File: src/rtl/arb_pkg.sv
// Shared definitions for the round-robin hold arbiter.
//   arb_state_t : arbiter FSM states (IDLE, GRANT)
//   PTR_W/CNT_W : pointer and hold-counter widths for the default
//                 configuration (N=4, MAX_HOLD=16)
//   ptr_width() / cnt_width() : the same widths for any configuration
package arb_pkg;

  typedef enum logic {
    IDLE  = 1'b0,
    GRANT = 1'b1
  } arb_state_t;

  localparam int unsigned PTR_W = 2;
  localparam int unsigned CNT_W = 4;

  function automatic int unsigned ptr_width(input int unsigned n);
    return (n < 2) ? 1 : $clog2(n);
  endfunction

  function automatic int unsigned cnt_width(input int unsigned max_hold);
    return (max_hold < 2) ? 1 : $clog2(max_hold);
  endfunction

endpackage

File: src/rtl/rr_pick.sv
// Combinational rotating-priority picker.
//   elig  : candidate vector, one bit per requester
//   ptr   : index searched first; search continues ptr+1, ... mod N
//   found : at least one candidate present
//   idx   : index of the first candidate found (0 when none)
module rr_pick #(
  parameter int unsigned N     = 4,
  parameter int unsigned PTR_W = 2
) (
  input  logic [N-1:0]     elig,
  input  logic [PTR_W-1:0] ptr,
  output logic             found,
  output logic [PTR_W-1:0] idx
);

  int unsigned pos;

  always_comb begin
    found = 1'b0;
    idx   = '0;
    pos   = 0;
    for (int unsigned k = 0; k < N; k++) begin
      pos = 32'(ptr) + k;
      if (pos >= N) pos = pos - N;
      if (!found && elig[pos]) begin
        found = 1'b1;
        idx   = PTR_W'(pos);
      end
    end
  end

endmodule

File: src/rtl/rr_hold_arbiter.sv
// Round-robin arbiter with a per-ownership hold limit.
//   clk     : system clock, rising edge
//   rst     : asynchronous active-high reset
//   req     : request level per requester
//   rel     : release strobe, only the owner's bit is honoured
//   gnt     : registered one-hot grant, zero when idle
//   gnt_id  : registered owner index, zero when idle
//   busy    : high while a grant is held
//   timeout : one-cycle pulse after a forced revoke
// A requester revoked by timeout stays masked until it drops req.
module rr_hold_arbiter
  import arb_pkg::*;
#(
  parameter int unsigned N        = 4,
  parameter int unsigned MAX_HOLD = 16
) (
  input  logic                 clk,
  input  logic                 rst,
  input  logic [N-1:0]         req,
  input  logic [N-1:0]         rel,
  output logic [N-1:0]         gnt,
  output logic [$clog2(N)-1:0] gnt_id,
  output logic                 busy,
  output logic                 timeout
);

  localparam int unsigned PW = ptr_width(N);
  localparam int unsigned CW = cnt_width(MAX_HOLD);

  arb_state_t     state;
  logic [PW-1:0]  owner;
  logic [PW-1:0]  ptr;
  logic [N-1:0]   mask;
  logic [CW-1:0]  hold_cnt;

  logic [N-1:0]   elig;
  logic           pick_found;
  logic [PW-1:0]  pick_idx;
  logic [N-1:0]   pick_onehot;
  logic           end_grant;
  logic           hold_last;
  logic [N-1:0]   mask_set;
  logic [PW-1:0]  ptr_after;

  assign elig      = req & ~mask;
  assign end_grant = rel[owner] | ~req[owner];
  assign hold_last = (hold_cnt == CW'(MAX_HOLD - 1));
  assign ptr_after = (owner == PW'(N - 1)) ? '0 : owner + 1'b1;

  rr_pick #(
    .N     (N),
    .PTR_W (PW)
  ) u_pick (
    .elig  (elig),
    .ptr   (ptr),
    .found (pick_found),
    .idx   (pick_idx)
  );

  always_comb begin
    pick_onehot           = '0;
    pick_onehot[pick_idx] = 1'b1;
  end

  // Release wins over the final hold cycle, so the mask is only set on a
  // genuine forced revoke.
  always_comb begin
    mask_set = '0;
    if (state == GRANT && !end_grant && hold_last) mask_set[owner] = 1'b1;
  end

  always_ff @(posedge clk or posedge rst) begin
    if (rst) begin
      state    <= IDLE;
      owner    <= '0;
      ptr      <= '0;
      mask     <= '0;
      hold_cnt <= '0;
      gnt      <= '0;
      gnt_id   <= '0;
      busy     <= 1'b0;
      timeout  <= 1'b0;
    end else begin
      timeout <= 1'b0;
      // A dropped request clears the mask even if it is set this cycle.
      mask    <= (mask | mask_set) & req;
      if (state == IDLE) begin
        if (pick_found) begin
          state    <= GRANT;
          owner    <= pick_idx;
          hold_cnt <= '0;
          gnt      <= pick_onehot;
          gnt_id   <= pick_idx;
          busy     <= 1'b1;
        end
      end else begin
        if (end_grant || hold_last) begin
          state   <= IDLE;
          ptr     <= ptr_after;
          gnt     <= '0;
          gnt_id  <= '0;
          busy    <= 1'b0;
          timeout <= ~end_grant;
        end else begin
          hold_cnt <= hold_cnt + 1'b1;
        end
      end
    end
  end

endmodule

File: config.mk
export PLATFORM = sky130hd
export DESIGN_NAME = rr_hold_arbiter
export DESIGN_NICKNAME = d
export VERILOG_FILES = /design/src/rtl/arb_pkg.sv /design/src/rtl/rr_pick.sv /design/src/rtl/rr_hold_arbiter.sv
export SDC_FILE = /design/constraint.sdc
export NUM_CORES = 1
export LEC_CHECK = 0
export CAP_MARGIN = 20
export CORE_ASPECT_RATIO = 0.9
export CORE_MARGIN = 4
export CORE_UTILIZATION = 40
export CTS_CLUSTER_DIAMETER = 40
export CTS_CLUSTER_SIZE = 30
export DETAILED_ROUTE_END_ITERATION = 12
export SYNTH_ARGS = -nofsm -noshare
export SYNTH_HDL_FRONTEND = slang
export SYNTH_SLANG_ARGS = --single-unit
File: constraint.sdc
create_clock -name clk -period 1.9 [get_ports clk]
set_input_delay 0.38 -clock clk [delete_from_list [all_inputs] [get_ports clk]]
set_output_delay 0.38 -clock clk [all_outputs]
set_load 0.01 [all_outputs]
==> results of run 1 <==
==> worst paths after layout <==
check / to / slack (ns)
max: ptr[0]$_DFFE_PP0P_ / 0.05
min: hold_cnt[1]$_DFFE_PP0P_ / 0.39
max reg2reg: ptr[0]$_DFFE_PP0P_ / 0.15
min reg2reg: hold_cnt[3]$_DFFE_PP0P_ / 0.48
max in group asynchronous: mask[0]$_DFF_PP0_ / 1.29
min in group clk: hold_cnt[3]$_DFFE_PP0P_ / 0.48
==> metrics by stage <==
| stage | hold WS (ns) | setup WS [ns] | TNS [ns] | instances |
|---|---|---|---|---|
| after global placement | 0.4608 | -0.2611 | -2.918 | 180 |
| after detailed placement | 0.4717 | -0.2632 | -3.464 | 180 |
| after global routing | 0.3995 | 0.02123 | 0 | 184 |
| final | 0.3868 | 0.05032 | 0 | 184 |
| after CTS | 0.3951 | 0.06933 | 0 | 184 |
| after floorplan | 0.3565 | 0.2382 | 0 | 112 |
==> power by group through the flow <==
stage               clock, mW  sequential, mW  combinational, mW
floorplan                   0           0.725              0.470
global placement            0           0.718              0.840
detailed placement          0           0.724              0.851
CTS                     0.229           0.716              0.857
global route            0.252           0.736              0.936
finish                  0.218           0.719              0.850
==> state kept, by name, summed over array words and instances, names as in the netlist <==
name / cells
hold_cnt: 4
state: 1
ptr: 2
gnt: 4
timeout: 1
mask: 4
owner: 2
gnt_id: 2
busy: 1
==> cells in the mapped netlist <==
library cell / number / area share [%]
sky130_fd_sc_hd__nand4_1: 2 / 1.1
sky130_fd_sc_hd__o21ai_2: 1 / 0.76
sky130_fd_sc_hd__nor2b_1: 6 / 3.3
sky130_fd_sc_hd__and3_1: 3 / 1.6
sky130_fd_sc_hd__dfrtp_1: 21 / 46
sky130_fd_sc_hd__a22oi_1: 1 / 0.65
sky130_fd_sc_hd__a22o_4: 1 / 1.5
sky130_fd_sc_hd__a41o_1: 1 / 0.87
sky130_fd_sc_hd__a32o_1: 2 / 1.7
sky130_fd_sc_hd__or3_1: 1 / 0.54
sky130_fd_sc_hd__o22ai_1: 1 / 0.54
sky130_fd_sc_hd__mux2_1: 2 / 2.0
sky130_fd_sc_hd__mux4_2: 2 / 3.9
sky130_fd_sc_hd__a221o_1: 1 / 0.87
sky130_fd_sc_hd__o22a_1: 1 / 0.76
sky130_fd_sc_hd__a22o_1: 2 / 1.5
sky130_fd_sc_hd__mux2i_1: 3 / 2.6
sky130_fd_sc_hd__inv_1: 5 / 1.6
sky130_fd_sc_hd__o21a_1: 1 / 0.65
sky130_fd_sc_hd__nor2_1: 6 / 2.0
sky130_fd_sc_hd__inv_2: 1 / 0.33
sky130_fd_sc_hd__o2bb2ai_1: 2 / 1.5
sky130_fd_sc_hd__and4_1: 1 / 0.76
sky130_fd_sc_hd__o21ai_0: 8 / 3.5
sky130_fd_sc_hd__nand2b_1: 8 / 4.3
sky130_fd_sc_hd__or2b_1: 1 / 0.65
sky130_fd_sc_hd__nor4bb_1: 1 / 0.87
sky130_fd_sc_hd__a211oi_1: 1 / 0.65
sky130_fd_sc_hd__ha_1: 5 / 5.4
sky130_fd_sc_hd__nand3_1: 5 / 2.2
sky130_fd_sc_hd__a21o_1: 1 / 0.65
sky130_fd_sc_hd__a21oi_1: 2 / 0.87
sky130_fd_sc_hd__nand2_1: 13 / 4.2
==> per-layer routing <==
| layer | global-route usage, % | vias up |
|---|---|---|
| met1 | 20.53 | 467 |
| met4 | 1.807 | 0 |
| li1 | - | 472 |
| met3 | 5.344 | 2 |
| met5 | 0 | - |
| met2 | 25.88 | 25 |
==> critical path: stages <==
cell,delay [ns]
sky130_fd_sc_hd__clkdlybuf4s50_1,0.51
sky130_fd_sc_hd__nand2b_1,0.06
sky130_fd_sc_hd__mux4_2,0.50
sky130_fd_sc_hd__o21ai_2,0.24
sky130_fd_sc_hd__mux2_1,0.36
==> final cells by class <==
cell class / count / share of cell area (%)
Inverter: 6 / 1.520
Sequential cell: 21 / 35.47
Multi-Input combinational cell: 85 / 40.79
Tap cell: 40 / 3.378
Clock buffer: 4 / 1.774
Timing Repair Buffer: 28 / 17.06
==> kinds of logic (layout without fill, tap and decap cells) <==
group | Yosys count | in the layout | synth area share, %
adders and majority gates | 5 | 5 | 5.429
AOI/OAI and AO/OA | 26 | 26 | 17.05
buffers and inverters | 6 | 38 | 1.954
DFF | 21 | 21 | 45.60
and+or+nand+nor | 47 | 47 | 21.50
muxes | 7 | 7 | 8.469
==> reports/metrics.yaml, run 1 <==
place:
  post_dp_cell_area_um2: 1455
  dpl.hpwl_um: 2083
  place_congestion: 0.8257
  port-buffer-count: 17
global_routing:
  antenna_found_initial: 0
  groute.usage.overall_pct: 15.61
  grt_pass1_wl_um: 4505
  first_global_vias: 951
  grt_start_max_net_pins: 22
  grt-ovfl-total: 0
drt:
  number_of_vias_after_detailed_routing: 966
  drc: 0
  dr.first_iter.drc_count: 58
  met2WireLength_um: 1255
  met3_length_um: 159
  routedWlPerCell_um: 14.59
  topRoutingLayerUsed: "met4"
  count_of_nets_left_with_antenna_violations_after_detail_routing: 0
  detail_route.wirelength_um: 2685
  wire_length_the_detailed_router_placed_on_met1_um: 1251
  firstDrtPassIters: 4
  drt-vias-per-instance: 5.250
finish:
  drive_above_1_share_pct: 13.19
  final_area_um2: 1481
  syn2layout_area_growth_pct: 28.56
  fin_nets: 160
  multi_input_gate_area_um2: 604.3
  num-fill-cells: 265
  layout.cells.most_common: "sky130_fd_sc_hd__dfrtp_1"
  layout.cells.most_common_list: "21 x sky130_fd_sc_hd__dfrtp_1, 17 x sky130_fd_sc_hd__clkdlybuf4s50_1, 13 x sky130_fd_sc_hd__nand2_1, 11 x sky130_fd_sc_hd__buf_4"
  utilization_pct: 53.92
  layout.area.seq_um2: 525.5
  antennaDiodeCount: 0
sta:
  layout_min_cycle_time_ns: 1.850
  grt_setup_unrepaired: "no"
  finalClockSkew_ns: 0.006572
  final-max-slew-violation-count: 0
  achievable-frequency_mhz: 540.6
  maxSlewHeadroom_pct: 80.01
  tightest_slew_ns: 0.2981
  finalHoldViolCount: 0
  final.period_utilization_pct: 97.35
  setup_violations: 0
clock_tree:
  cts_setup_buffers: 0
  htreeDepth: 1
  clock-root-buffer: "sky130_fd_sc_hd__clkbuf_4"
  cts_inserted_buffers: 3
  path_clk_slew_ns: 0.12
  worstSkewPairLatency_ns: 0.31
  cts-resized-gates: 0
  tritoncts_num_sinks: 21
  cts.hold.buffers_added: 0
  clockBufferDepth: 2
  cts_tree: "done"
synth:
  yosysSeqAreaShare_pct: 45.60
  syn-cell-area_um2: 1152
  mean_area_per_synthesized_cell_um2: 10.29
  yosys_warnings: 0
  synth.distinct_cells: 33
  netlist_instances: 112
  synth_fp_nets: 127
  synth-seq-cells: 21
power:
  comb_power_share_pct: 47.6
  cell_internal_pwr_mw: 1.103
  power-per-cell-area_nw_per_um2: 1206
  power_frac_seq_pct: 40.2
  switching_share_pct: 38.27
  final_power_mw: 1.787
  total_leakage_power_nw: 0.6777
  clock_power_share_pct: 12.2
  vdd_ir_drop_max_mv: 0.7403
  reported_net_switching_power_mw: 0.6839
die:
  core_area_um2: 2748
  initial_core_utilization_pct: 41.94
  design.portCount: 18
  dieHeight_um: 58.92
  die_area_um2: 3805
  die_width_um: 64.58
  placementRows: 18
worst_setup_path:
  worst_setup_path_end_kind: "flip-flop"
  crit_start: "req[0]"
  timing.reg2reg.worst_path_depth: 4
  crit_fanout: 3
  type_of_origin_of_the_critical_path: "primary input"
  worstSetupPathType: "in2reg"
  startpoint_of_the_lowest_slack_register_to_register_path: "owner[1]$_DFFE_PP0P_"
  crit_required_ns: 2.10
  arrival_ns: 2.05
status:
  outcome: "complete, no violations"
min_path:
  timing.hold.worst.class: "in2async"
flow_run:
  drv_cap: 0
(Power assumes the default switching activity.)
==> run 2, diff against run 1 <==
MAX_ROUTING_LAYER = met4   (was not set)
==> reports/metrics.yaml, run 2 (same netlist as run 1, synthesis figures left out) <==
status:
  outcome: "complete, no violations"
drt:
  drt-vias-per-instance: 5.250
  drc: 0
  dr.first_iter.drc_count: 58
  detail_route.wirelength_um: 2685
  number_of_vias_after_detailed_routing: 966
  routedWlPerCell_um: 14.59
  firstDrtPassIters: 4
  count_of_nets_left_with_antenna_violations_after_detail_routing: 0
worst_setup_path:
  type_of_origin_of_the_critical_path: "primary input"
  timing.critical_path.slowest_stage_cell: "sky130_fd_sc_hd__clkdlybuf4s50_1"
  arrival_ns: 2.05
  slowest_delay_ns: 0.51
  worst_setup_path_end_kind: "flip-flop"
  crit_required_ns: 2.10
  crit_fanout: 3
  worstSetupPathType: "in2reg"
  startpoint_of_the_lowest_slack_register_to_register_path: "owner[1]$_DFFE_PP0P_"
  critical_path_buf_inv_count: 1
  crit_family: "multiplexers"
  crit_start: "req[0]"
  timing.critical_path.cells: "clkdlybuf4s50_1 > nand2b_1 > mux4_2 > o21ai_2 > mux2_1"
die:
  dieHeight_um: 58.92
  die_width_um: 64.58
  core_area_um2: 2748
  die_area_um2: 3805
  initial_core_utilization_pct: 41.94
  placementRows: 18
  design.portCount: 18
finish:
  drive_above_1_share_pct: 13.19
  layout.cells.most_common: "sky130_fd_sc_hd__dfrtp_1"
  fin_nets: 160
  antennaDiodeCount: 0
  num-fill-cells: 265
  syn2layout_area_growth_pct: 28.56
  layout.cells.most_common_list: "21 x sky130_fd_sc_hd__dfrtp_1, 17 x sky130_fd_sc_hd__clkdlybuf4s50_1, 13 x sky130_fd_sc_hd__nand2_1, 11 x sky130_fd_sc_hd__buf_4"
  biggestRegsByFlops: "gnt x4, hold_cnt x4, mask x4"
clock_tree:
  cts-resized-gates: 0
  worstSkewPairLatency_ns: 0.31
  tritoncts_num_sinks: 21
  cts.hold.buffers_added: 0
  cts_inserted_buffers: 3
  path_clk_slew_ns: 0.12
  clockBufferDepth: 2
  htreeDepth: 1
  cts_setup_buffers: 0
  clock-root-buffer: "sky130_fd_sc_hd__clkbuf_4"
  cts_tree: "done"
sta:
  finalHoldViolCount: 0
  setup_violations: 0
  timing.setup.tns_ns: 0
  final.period_utilization_pct: 97.32
  finalWorstSetupSlack_ns: 0.05086
  achievable-frequency_mhz: 540.8
  layout_min_cycle_time_ns: 1.849
  grt_setup_unrepaired: "no"
  final-max-slew-violation-count: 0
  tightest_slew_ns: 0.2981
  finalClockSkew_ns: 0.006687
  maxSlewHeadroom_pct: 80.01
global_routing:
  grt_pass1_wl_um: 4505
  grt-ovfl-total: 0
  grt_use_met3_pct: 4.771
  grt.met1_usage_pct: 20.89
  first_global_vias: 951
  use_met2_pct: 25.88
  grt_start_max_net_pins: 22
  grt-busiest-layer: "met2"
  groute.usage.overall_pct: 16.08
  antenna_found_initial: 0
power:
  power-per-cell-area_nw_per_um2: 1206
  vdd_ir_drop_max_mv: 0.7401
  total_leakage_power_nw: 0.6777
place:
  dpl.hpwl_um: 2083
  place_congestion: 0.8381
  port-buffer-count: 17
  pre_cts_slack_ns: -0.2632
min_path:
  timing.hold.worst.class: "in2async"
flow_run:
  drv_cap: 0
-- run 2: cell counts in the layout (fill, tap and decap cells not counted) --
Identical to the previous run, type by type.
-- run 2: final timing paths --
path / to / depth (start not counted) / slack (ns)
min reg2reg: hold_cnt[3]$_DFFE_PP0P_ / 1 / 0.48
max in group asynchronous: mask[0]$_DFF_PP0_ / 3 / 1.29
min: hold_cnt[1]$_DFFE_PP0P_ / 3 / 0.39
max: ptr[0]$_DFFE_PP0P_ / 5 / 0.05
max reg2reg: ptr[0]$_DFFE_PP0P_ / 4 / 0.15
min in group clk: hold_cnt[3]$_DFFE_PP0P_ / 1 / 0.48
-- run 2: metal layers --
metal	share of wire [%]	vias up
li1	-	472
met1	47	467
met2	47	25
met3	5.2	2
met4	0.67	0
met5	0	-
-- run 2: area by class of cell --
type                    count  area (µm²)  share of cell area (%)
clock buffers               4       26.28                   1.774
multi-input cells          85       604.3                   40.79
inverters                   6       22.52                   1.520
repair buffers             28       252.7                   17.06
well taps                  40       50.05                   3.378
flip-flops and latches     21       525.5                   35.47
-- run 2: worst register-to-register path, stage by stage (launching register included) --
cell,delay [ns]
sky130_fd_sc_hd__dfrtp_1,0.41
sky130_fd_sc_hd__inv_2,0.11
sky130_fd_sc_hd__mux4_2,0.54
sky130_fd_sc_hd__o21ai_2,0.24
sky130_fd_sc_hd__mux2_1,0.36
-- run 2: power by group --
part | switching (mW) | total, mW | internal [mW]
clock network | 0.136 | 0.218 | 0.0819
logic | 0.410 | 0.851 | 0.440
registers | 0.138 | 0.718 | 0.581
-- run 2: per-stage QoR --
step / hold slack (ns) / utilization [%] / power, mW / area, µm² / cells
final: 0.3868 / 53.92 / 1.787 / 1481 / 184
after global routing: 0.3995 / 53.92 / 1.924 / 1481 / 184
after CTS: 0.3951 / 53.92 / 1.802 / 1481 / 184
after detailed placement: 0.4717 / 52.96 / 1.576 / 1455 / 180
after global placement: 0.4608 / 52.96 / 1.558 / 1455 / 180
after floorplan: 0.3565 / - / 1.194 / 1152 / 112
